<file path="src/rtl/flag_fifo_buf_pkg.sv">
// -----------------------------------------------------------------------------
// flag_fifo_buf_pkg
// Shared types for the flagged FIFO buffer. Defines the encoding of the
// per-cycle strobe combination that the control logic acts on.
// -----------------------------------------------------------------------------
package flag_fifo_buf_pkg;

  // Per-cycle operation, encoded as {push, pop}. The pop bit is already
  // qualified with non-empty, so a pop on an empty buffer never reaches the
  // control logic.
  typedef enum logic [1:0] {
    OP_IDLE = 2'b00,
    OP_POP  = 2'b01,
    OP_PUSH = 2'b10,
    OP_BOTH = 2'b11
  } op_e;

  function automatic op_e decode_op(input logic push, input logic pop);
    return op_e'({push, pop});
  endfunction

endpackage

</file>
<file path="src/rtl/flag_fifo_buf_ctrl.sv">
// -----------------------------------------------------------------------------
// flag_fifo_buf_ctrl
// Pointer, occupancy and overrun control for flag_fifo_buf.
//   clk, reset       : clock, asynchronous active-high reset
//   set_flag         : push strobe
//   clr_flag         : pop strobe (ignored while empty)
//   clr_overrun      : clears the sticky overrun flag (an overrun event wins)
//   wr_en, wr_ptr    : storage write enable and address
//   rd_ptr           : address of the head (oldest) word
//   count            : stored words, 0..2^DEPTH_BITS
//   flag, full       : non-empty / full, decoded from the registered count
//   overrun          : sticky, set by any push while full without a pop
// -----------------------------------------------------------------------------
module flag_fifo_buf_ctrl
  import flag_fifo_buf_pkg::*;
#(
  parameter int DEPTH_BITS = 2,
  parameter bit OVERWRITE  = 1'b0
) (
  input  logic                  clk,
  input  logic                  reset,
  input  logic                  set_flag,
  input  logic                  clr_flag,
  input  logic                  clr_overrun,
  output logic                  wr_en,
  output logic [DEPTH_BITS-1:0] wr_ptr,
  output logic [DEPTH_BITS-1:0] rd_ptr,
  output logic [DEPTH_BITS:0]   count,
  output logic                  flag,
  output logic                  full,
  output logic                  overrun
);

  localparam logic [DEPTH_BITS:0] DEPTH = (DEPTH_BITS + 1)'(1 << DEPTH_BITS);

  logic pop;
  logic ovf_evt;
  op_e  op;

  assign flag = (count != '0);
  assign full = (count == DEPTH);
  assign pop  = clr_flag && flag;
  assign op   = decode_op(set_flag, pop);

  // A push into a full buffer with no simultaneous pop is an overrun event,
  // whichever full-buffer policy is built in.
  assign ovf_evt = (op == OP_PUSH) && full;

  // NOTE: every output of a combinational block gets a default first, so no
  // path through the case can leave it unassigned and infer a latch.
  always_comb begin
    wr_en = 1'b0;
    case (op)
      OP_PUSH: wr_en = !full || OVERWRITE;
      OP_BOTH: wr_en = 1'b1;
      default: wr_en = 1'b0;
    endcase
  end

  // NOTE: sequential state uses non-blocking assignments so every register
  // samples the pre-edge values, independent of statement order.
  always_ff @(posedge clk or posedge reset) begin
    if (reset) begin
      wr_ptr <= '0;
      rd_ptr <= '0;
      count  <= '0;
    end else begin
      case (op)
        OP_PUSH: begin
          if (!full) begin
            wr_ptr <= wr_ptr + 1'b1;
            count  <= count + 1'b1;
          end else if (OVERWRITE) begin
            // Oldest word is discarded: both pointers move, count holds.
            wr_ptr <= wr_ptr + 1'b1;
            rd_ptr <= rd_ptr + 1'b1;
          end
        end
        OP_POP: begin
          rd_ptr <= rd_ptr + 1'b1;
          count  <= count - 1'b1;
        end
        OP_BOTH: begin
          wr_ptr <= wr_ptr + 1'b1;
          rd_ptr <= rd_ptr + 1'b1;
        end
        default: ;
      endcase
    end
  end

  always_ff @(posedge clk or posedge reset) begin
    if (reset)            overrun <= 1'b0;
    else if (ovf_evt)     overrun <= 1'b1;
    else if (clr_overrun) overrun <= 1'b0;
  end

endmodule

</file>
<file path="src/rtl/flag_fifo_buf.sv">
// -----------------------------------------------------------------------------
// flag_fifo_buf
// Multi-entry flagged buffer between a producer strobe and a consumer
// acknowledge. Holds up to 2^DEPTH_BITS words of W bits.
//   clk, reset   : clock, asynchronous active-high reset
//   set_flag     : push strobe, din captured
//   clr_flag     : pop strobe, head word retired
//   clr_overrun  : clears the sticky overrun flag
//   din          : write data
//   flag         : buffer non-empty
//   dout         : head (oldest) word, 0 when empty
//   full         : count == 2^DEPTH_BITS
//   overrun      : sticky push-while-full indication
//   count        : number of stored words
// OVERWRITE=0 drops a word pushed into a full buffer; OVERWRITE=1 replaces
// the oldest word with it.
// -----------------------------------------------------------------------------
module flag_fifo_buf
  import flag_fifo_buf_pkg::*;
#(
  parameter int W          = 8,
  parameter int DEPTH_BITS = 2,
  parameter bit OVERWRITE  = 1'b0
) (
  input  logic                clk,
  input  logic                reset,
  input  logic                set_flag,
  input  logic                clr_flag,
  input  logic                clr_overrun,
  input  logic [W-1:0]        din,
  output logic                flag,
  output logic [W-1:0]        dout,
  output logic                full,
  output logic                overrun,
  output logic [DEPTH_BITS:0] count
);

  localparam int DEPTH = 1 << DEPTH_BITS;

  logic                  wr_en;
  logic [DEPTH_BITS-1:0] wr_ptr;
  logic [DEPTH_BITS-1:0] rd_ptr;
  logic [W-1:0]          mem [DEPTH];

  flag_fifo_buf_ctrl #(
    .DEPTH_BITS (DEPTH_BITS),
    .OVERWRITE  (OVERWRITE)
  ) u_ctrl (
    .clk         (clk),
    .reset       (reset),
    .set_flag    (set_flag),
    .clr_flag    (clr_flag),
    .clr_overrun (clr_overrun),
    .wr_en       (wr_en),
    .wr_ptr      (wr_ptr),
    .rd_ptr      (rd_ptr),
    .count       (count),
    .flag        (flag),
    .full        (full),
    .overrun     (overrun)
  );

  // NOTE: the array is reset explicitly so that every entry is 0 after reset;
  // this keeps it in flops rather than a RAM macro, which is fine at this
  // depth.
  always_ff @(posedge clk or posedge reset) begin
    if (reset) begin
      for (int i = 0; i < DEPTH; i++) mem[i] <= '0;
    end else if (wr_en) begin
      mem[wr_ptr] <= din;
    end
  end

  // Combinational read of registered state only; no input reaches dout.
  assign dout = flag ? mem[rd_ptr] : '0;

endmodule
</file>
<file path="config.mk">
export PLATFORM = sky130hd
export DESIGN_NAME = flag_fifo_buf
export DESIGN_NICKNAME = d
export VERILOG_FILES = /design/src/rtl/flag_fifo_buf_pkg.sv /design/src/rtl/flag_fifo_buf_ctrl.sv /design/src/rtl/flag_fifo_buf.sv
export SDC_FILE = /design/constraint.sdc
export NUM_CORES = 1
export LEC_CHECK = 0
export ABC_AREA = 1
export BUFFER_PORTS_ARGS = -buffer_cell sky130_fd_sc_hd__buf_4
export CORE_UTILIZATION = 25
export CTS_CLUSTER_DIAMETER = 120
export DETAILED_ROUTE_END_ITERATION = 6
export SLEW_MARGIN = 20
export SYNTH_ARGS = -nofsm -noshare
export SYNTH_HDL_FRONTEND = slang
export SYNTH_HIERARCHICAL = 1
export SYNTH_SLANG_ARGS = --single-unit
export TNS_END_PERCENT = 20
</file>
<file path="constraint.sdc">
create_clock -name clk -period 4.35 [get_ports clk]
set_input_delay 1.0875 -clock clk [delete_from_list [all_inputs] [get_ports clk]]
set_output_delay 1.0875 -clock clk [all_outputs]
set_load 0.1 [all_outputs]
</file>
# Word-level counts from Yosys, hierarchy flattened
# Cells that the tools add are included.
[totals]
inputBits = 13
output_inout_bits = 14
register_bits = 40
[op_classes]
n_eq_ne = 5
mux = 14
n_bitwise = 2
order_cmp = 3
addsub = 4
n_reduce_logical = 11
[ops]
columns = ["cell", "n"]
rows = [
  ["$bwmux 32", 1],
  ["$mux 8", 4],
  ["$bmux 8 s2", 1],
  ["$demux 8 s2", 1],
  ["$ge 3x3->1 const B", 2],
  ["$not 2->3", 2],
  ["$pmux 3 s2", 1],
  ["$reduce_bool 2->1", 3],
  ["$add 2x1->2 const B", 2],
  ["$eq 2x2->1 const B", 2],
  ["$pmux 2 s2", 1],
  ["$reduce_and 2->1", 2],
  ["$add 3x1->3 const B", 1],
  ["$eq 3x3->1 const B", 1],
  ["$logic_and 1x1->1", 3],
  ["$lt 3x1->1 const B", 1],
  ["$mux 3", 1],
  ["$reduce_bool 3->1", 1],
  ["$sub 3x1->3 const B", 1],
  ["$eq 2x1->1 const B", 1],
  ["$mux 1", 2],
  ["$mux 2", 1],
  ["$ne 2x2->1 const B", 1],
  ["$pmux 1 s2", 1],
  ["other kinds (2)", 2],
]

# Logic depth before layout (Yosys ltp)
[depth]
depth_word = 6
mapped_depth = 10

# Cells and area by module
# The synthesis kept the hierarchy.
[modules_own_cells]
columns = ["mod", "instances", "cells_each", "seq_area_each_um2", "area_each_um2"]
rows = [
  ["flag_fifo_buf", 1, 211, 800.8, 1686.6],
  ["flag_fifo_buf_ctrl", 1, 49, 200.2, 415.4],
]

# Worst setup path before layout
# OpenSTA, ideal clock, no wires.
[synth_timing]
kind = "register to output"
start = "register u_ctrl.count[2]"
end = "output dout[0]"
path_slack_ps = -107
n_path_buf = 0
arrival_ps = 3369
stages_incl_launch_ff = 5
required_time_ps = 3263
cell_sequence = "dfrtp_1 -> inv_1 -> nand2_2 -> inv_1 -> a21oi_1"
[synth_between]
elab_chain_cells = 2
[synth_rtl]
columns = ["element", "line_no", "rtl"]
rows = [
  ["start: declaration", "flag_fifo_buf_ctrl.sv:28", "output logic [DEPTH_BITS:0] count,"],
  ["start signal: assignment", "flag_fifo_buf_ctrl.sv:72", "count <= count + 1'b1;"],
  ["start signal: assignment", "flag_fifo_buf_ctrl.sv:81", "count <= count - 1'b1;"],
  ["$reduce_bool 3->1", "flag_fifo_buf_ctrl.sv:40", "assign flag = (count != '0);"],
  ["via flag", "flag_fifo_buf.sv:31", "output logic flag,"],
  ["$mux 8", "flag_fifo_buf.sv:75", "assign dout = flag ? mem[rd_ptr] : '0;"],
  ["end: declaration", "flag_fifo_buf.sv:32", "output logic [W-1:0] dout,"],
]
# The timed path passes the listed nets, and every way through them passes these cells.

# Final worst setup path
[layout_timing]
start = "register u_ctrl.rd_ptr[0]"
end = "output dout[0]"
[layout_between]
elab_chain_cells = 5
[layout_rtl]
columns = ["element", "line_no", "rtl"]
rows = [
  ["start: declaration", "flag_fifo_buf_ctrl.sv:27", "output logic [DEPTH_BITS-1:0] rd_ptr,"],
  ["start signal: assignment", "flag_fifo_buf_ctrl.sv:76", "rd_ptr <= rd_ptr + 1'b1;"],
  ["start signal: assignment", "flag_fifo_buf_ctrl.sv:80", "rd_ptr <= rd_ptr + 1'b1;"],
  ["start signal: assignment", "flag_fifo_buf_ctrl.sv:85", "rd_ptr <= rd_ptr + 1'b1;"],
  ["$not 2->3 (not written as such)", "flag_fifo_buf.sv:75", ""],
  ["$bmux 8 s2", "flag_fifo_buf.sv:75", ""],
  ["$mux 8 (not written as such) (2 in series)", "flag_fifo_buf.sv:75", ""],
  ["$mux 8", "flag_fifo_buf.sv:75", ""],
]
# Every way passes these cells. The select of a mux whose other input is x is not followed.

==> results.yml <==
clock_tree:
  clock_sinks: 40
  cts_setup_buffers: 0
  cts_tree: "built"
  clk_latency_ns: 0.29
  cts-hold-fix-buffers: 0
  cts_resized: 0
  cts_max_path_buffers: 2
  numCtsBuffers: 5
  cts_max_level: 2
  cts-root-buf: "clkbuf_8"
  path_clk_slew_ns: 0.08
floorplan:
  initial_core_util_pct: 25.71
  die_y_um: 93.70
  io_pins: 27
  core_um2: 8175
  dieArea_um2: 8779
  die_w_um: 93.70
  fp-row-count: 33
synthesis:
  synth_nets: 274
  synthTopCellsByArea: "dfrtp_1 (48%), nand2_1 (13%), inv_1 (9.6%)"
  ys_ff_latch: 40
  postSynthCellCount: 260
  syn_area_um2: 2102
  yosysSeqAreaShare_pct: 47.62
  ys_types: 20
  synth_largest_area_cell: "dfrtp_1"
  ys_warn_count: 6
  avgSynthCellArea_um2: 8.085
  yosysTopAreaCellShare_pct: 47.62
route:
  drt-total-wl_um: 4295
  vias: 1638
  final_antenna_net_count: 0
  routedWlPerCell_um: 10.96
  drtIter0Drc: 73
  drc_errors: 0
  firstDrtPassIters: 4
  via_per_inst: 4.179
placement:
  dp_cells: 384
  gp_congestion: 0.7675
  dp_hpwl_um: 2910
  io_buffers: 26
  place_ws_ns: 1.541
hold_path:
  hold_path_class: "flop to flop"
timing:
  worst_hold_slack_ns: 0.4833
  rsz0062_at_grt: "no"
  fin_worst_skew_ns: 0.004670
  min_period_ns: 3.126
  worst_slew_pin_slew_ns: 0.6114
  min_period_over_period_pct: 71.86
  slew_viol_final: 0
  setup_viol: 0
  finalHoldViolCount: 0
  finalWorstSetupSlack_ns: 1.224
  max_freq_mhz: 319.9
  worst_slew_margin_rel_pct: 59.24
global_routing:
  grt_pass1_wl_um: 7127
  overflow: 0
  grt_use_met3_pct: 2.346
  met1_usage_pct: 13.42
  track_usage_pct: 10.65
  busiest_layer: "met2"
  grt_pass1_vias: 1516
  antenna_found_initial: 0
  grt_start_max_net_pins: 33
  use_met2_pct: 17.46
finish:
  final_cell_mix: "nand2_1 (72), inv_1 (54), dfrtp_1 (40)"
  fin_util_pct: 30.26
  area_delta_synth_final_pct: 17.68
  final_cells: 392
  antenna_cells: 0
  final_common_cell: "nand2_1"
  layout-drive-gt1-share_pct: 24.39
  nNetsFinal: 300
outcome:
  status: "finished, final reports clean"
critical_path:
  startpoint_type: "flop"
  setup.worst_path.end_class: "primary output"
  critPathKind: "flop to primary output"
  crit_arrival_ns: 2.04
  critPathMaxFanout: 19
  required_ns: 3.26
flow_run:
  max_cap_viol_count: 0
## final timing paths
path                                  start             end  slack [ns]  cells past startpoint
setup / recovery           u_ctrl/rd_ptr[0]         dout[0]        1.22                      5
hold / removal                       mem[7]          mem[7]        0.48                      2
setup reg to reg            u_ctrl/count[2]          mem[3]        2.64                      8
hold reg to reg                      mem[7]          mem[7]        0.48                      2
max in group asynchronous             reset         mem[25]        3.17                      3
min in group asynchronous             reset  u_ctrl/overrun        0.75                      2
## per-layer routing
metal  up-vias  routed length, um
met5         -                  0
met3         2                140
met1       762               2018
met2        30               2088
li1        844                  -
met4         0                 47
## cell families after synthesis
logic type,share of synthesized area [%]
AOI/OAI and AO/OA,14.46
buffers and inverters,13.51
and+or+nand+nor,22.20
DFF,47.62
xor gates and xnor gates,1.250
adders and majority gates,0.9524
## synth_stat cells
| master | number |
|---|---|
| nand2_1 | 72 |
| inv_1 | 54 |
| dfrtp_1 | 40 |
| o21ai_2 | 22 |
| nand3_1 | 18 |
| a21oi_1 | 11 |
| o21ai_0 | 8 |
| nor2_1 | 7 |
| nand2_2 | 6 |
| buf_6 | 5 |
| xor2_1 | 3 |
| buf_2 | 2 |
| inv_2 | 2 |
| nand3_2 | 2 |
| nor2_2 | 2 |
| o21ai_1 | 2 |
| buf_4 | 1 |
| fa_1 | 1 |
| nor3_2 | 1 |
| o22ai_1 | 1 |
## area by class of cell
class                      instances  area (um2)
sequential                        40        1001
tap                              105       131.4
clock buffer                       5       68.82
fill                             897        5702
inverter                          56       210.2
multi-input combinational        156       817.0
clock inverter                     3       42.54
timing repair buffer              27       202.7
## sequential cells by signal (all words and copies together) (netlist names)
name / flops
mem: 32
u_ctrl/count: 3
u_ctrl/overrun: 1
u_ctrl/rd_ptr: 2
u_ctrl/wr_ptr: 2
## metrics by stage
step,setup TNS [ns],area (um2)
after floorplan,-0.8537,2102
after global placement,0,2362
after detailed placement,0,2362
after CTS,0,2474
after global routing,0,2474
final,0,2474
## worst max-delay path, cell delays in order, from the launching register on
cell and delay, ns:
dfrtp_1 0.74, inv_2 0.27, nand2_1 0.13, nand3_1 0.07, a21oi_1 0.21, buf_4 0.32
Power is left out: the tool's default activity adds up to more than one toggle a clock period on the data nets, which glitch-free logic cannot reach.
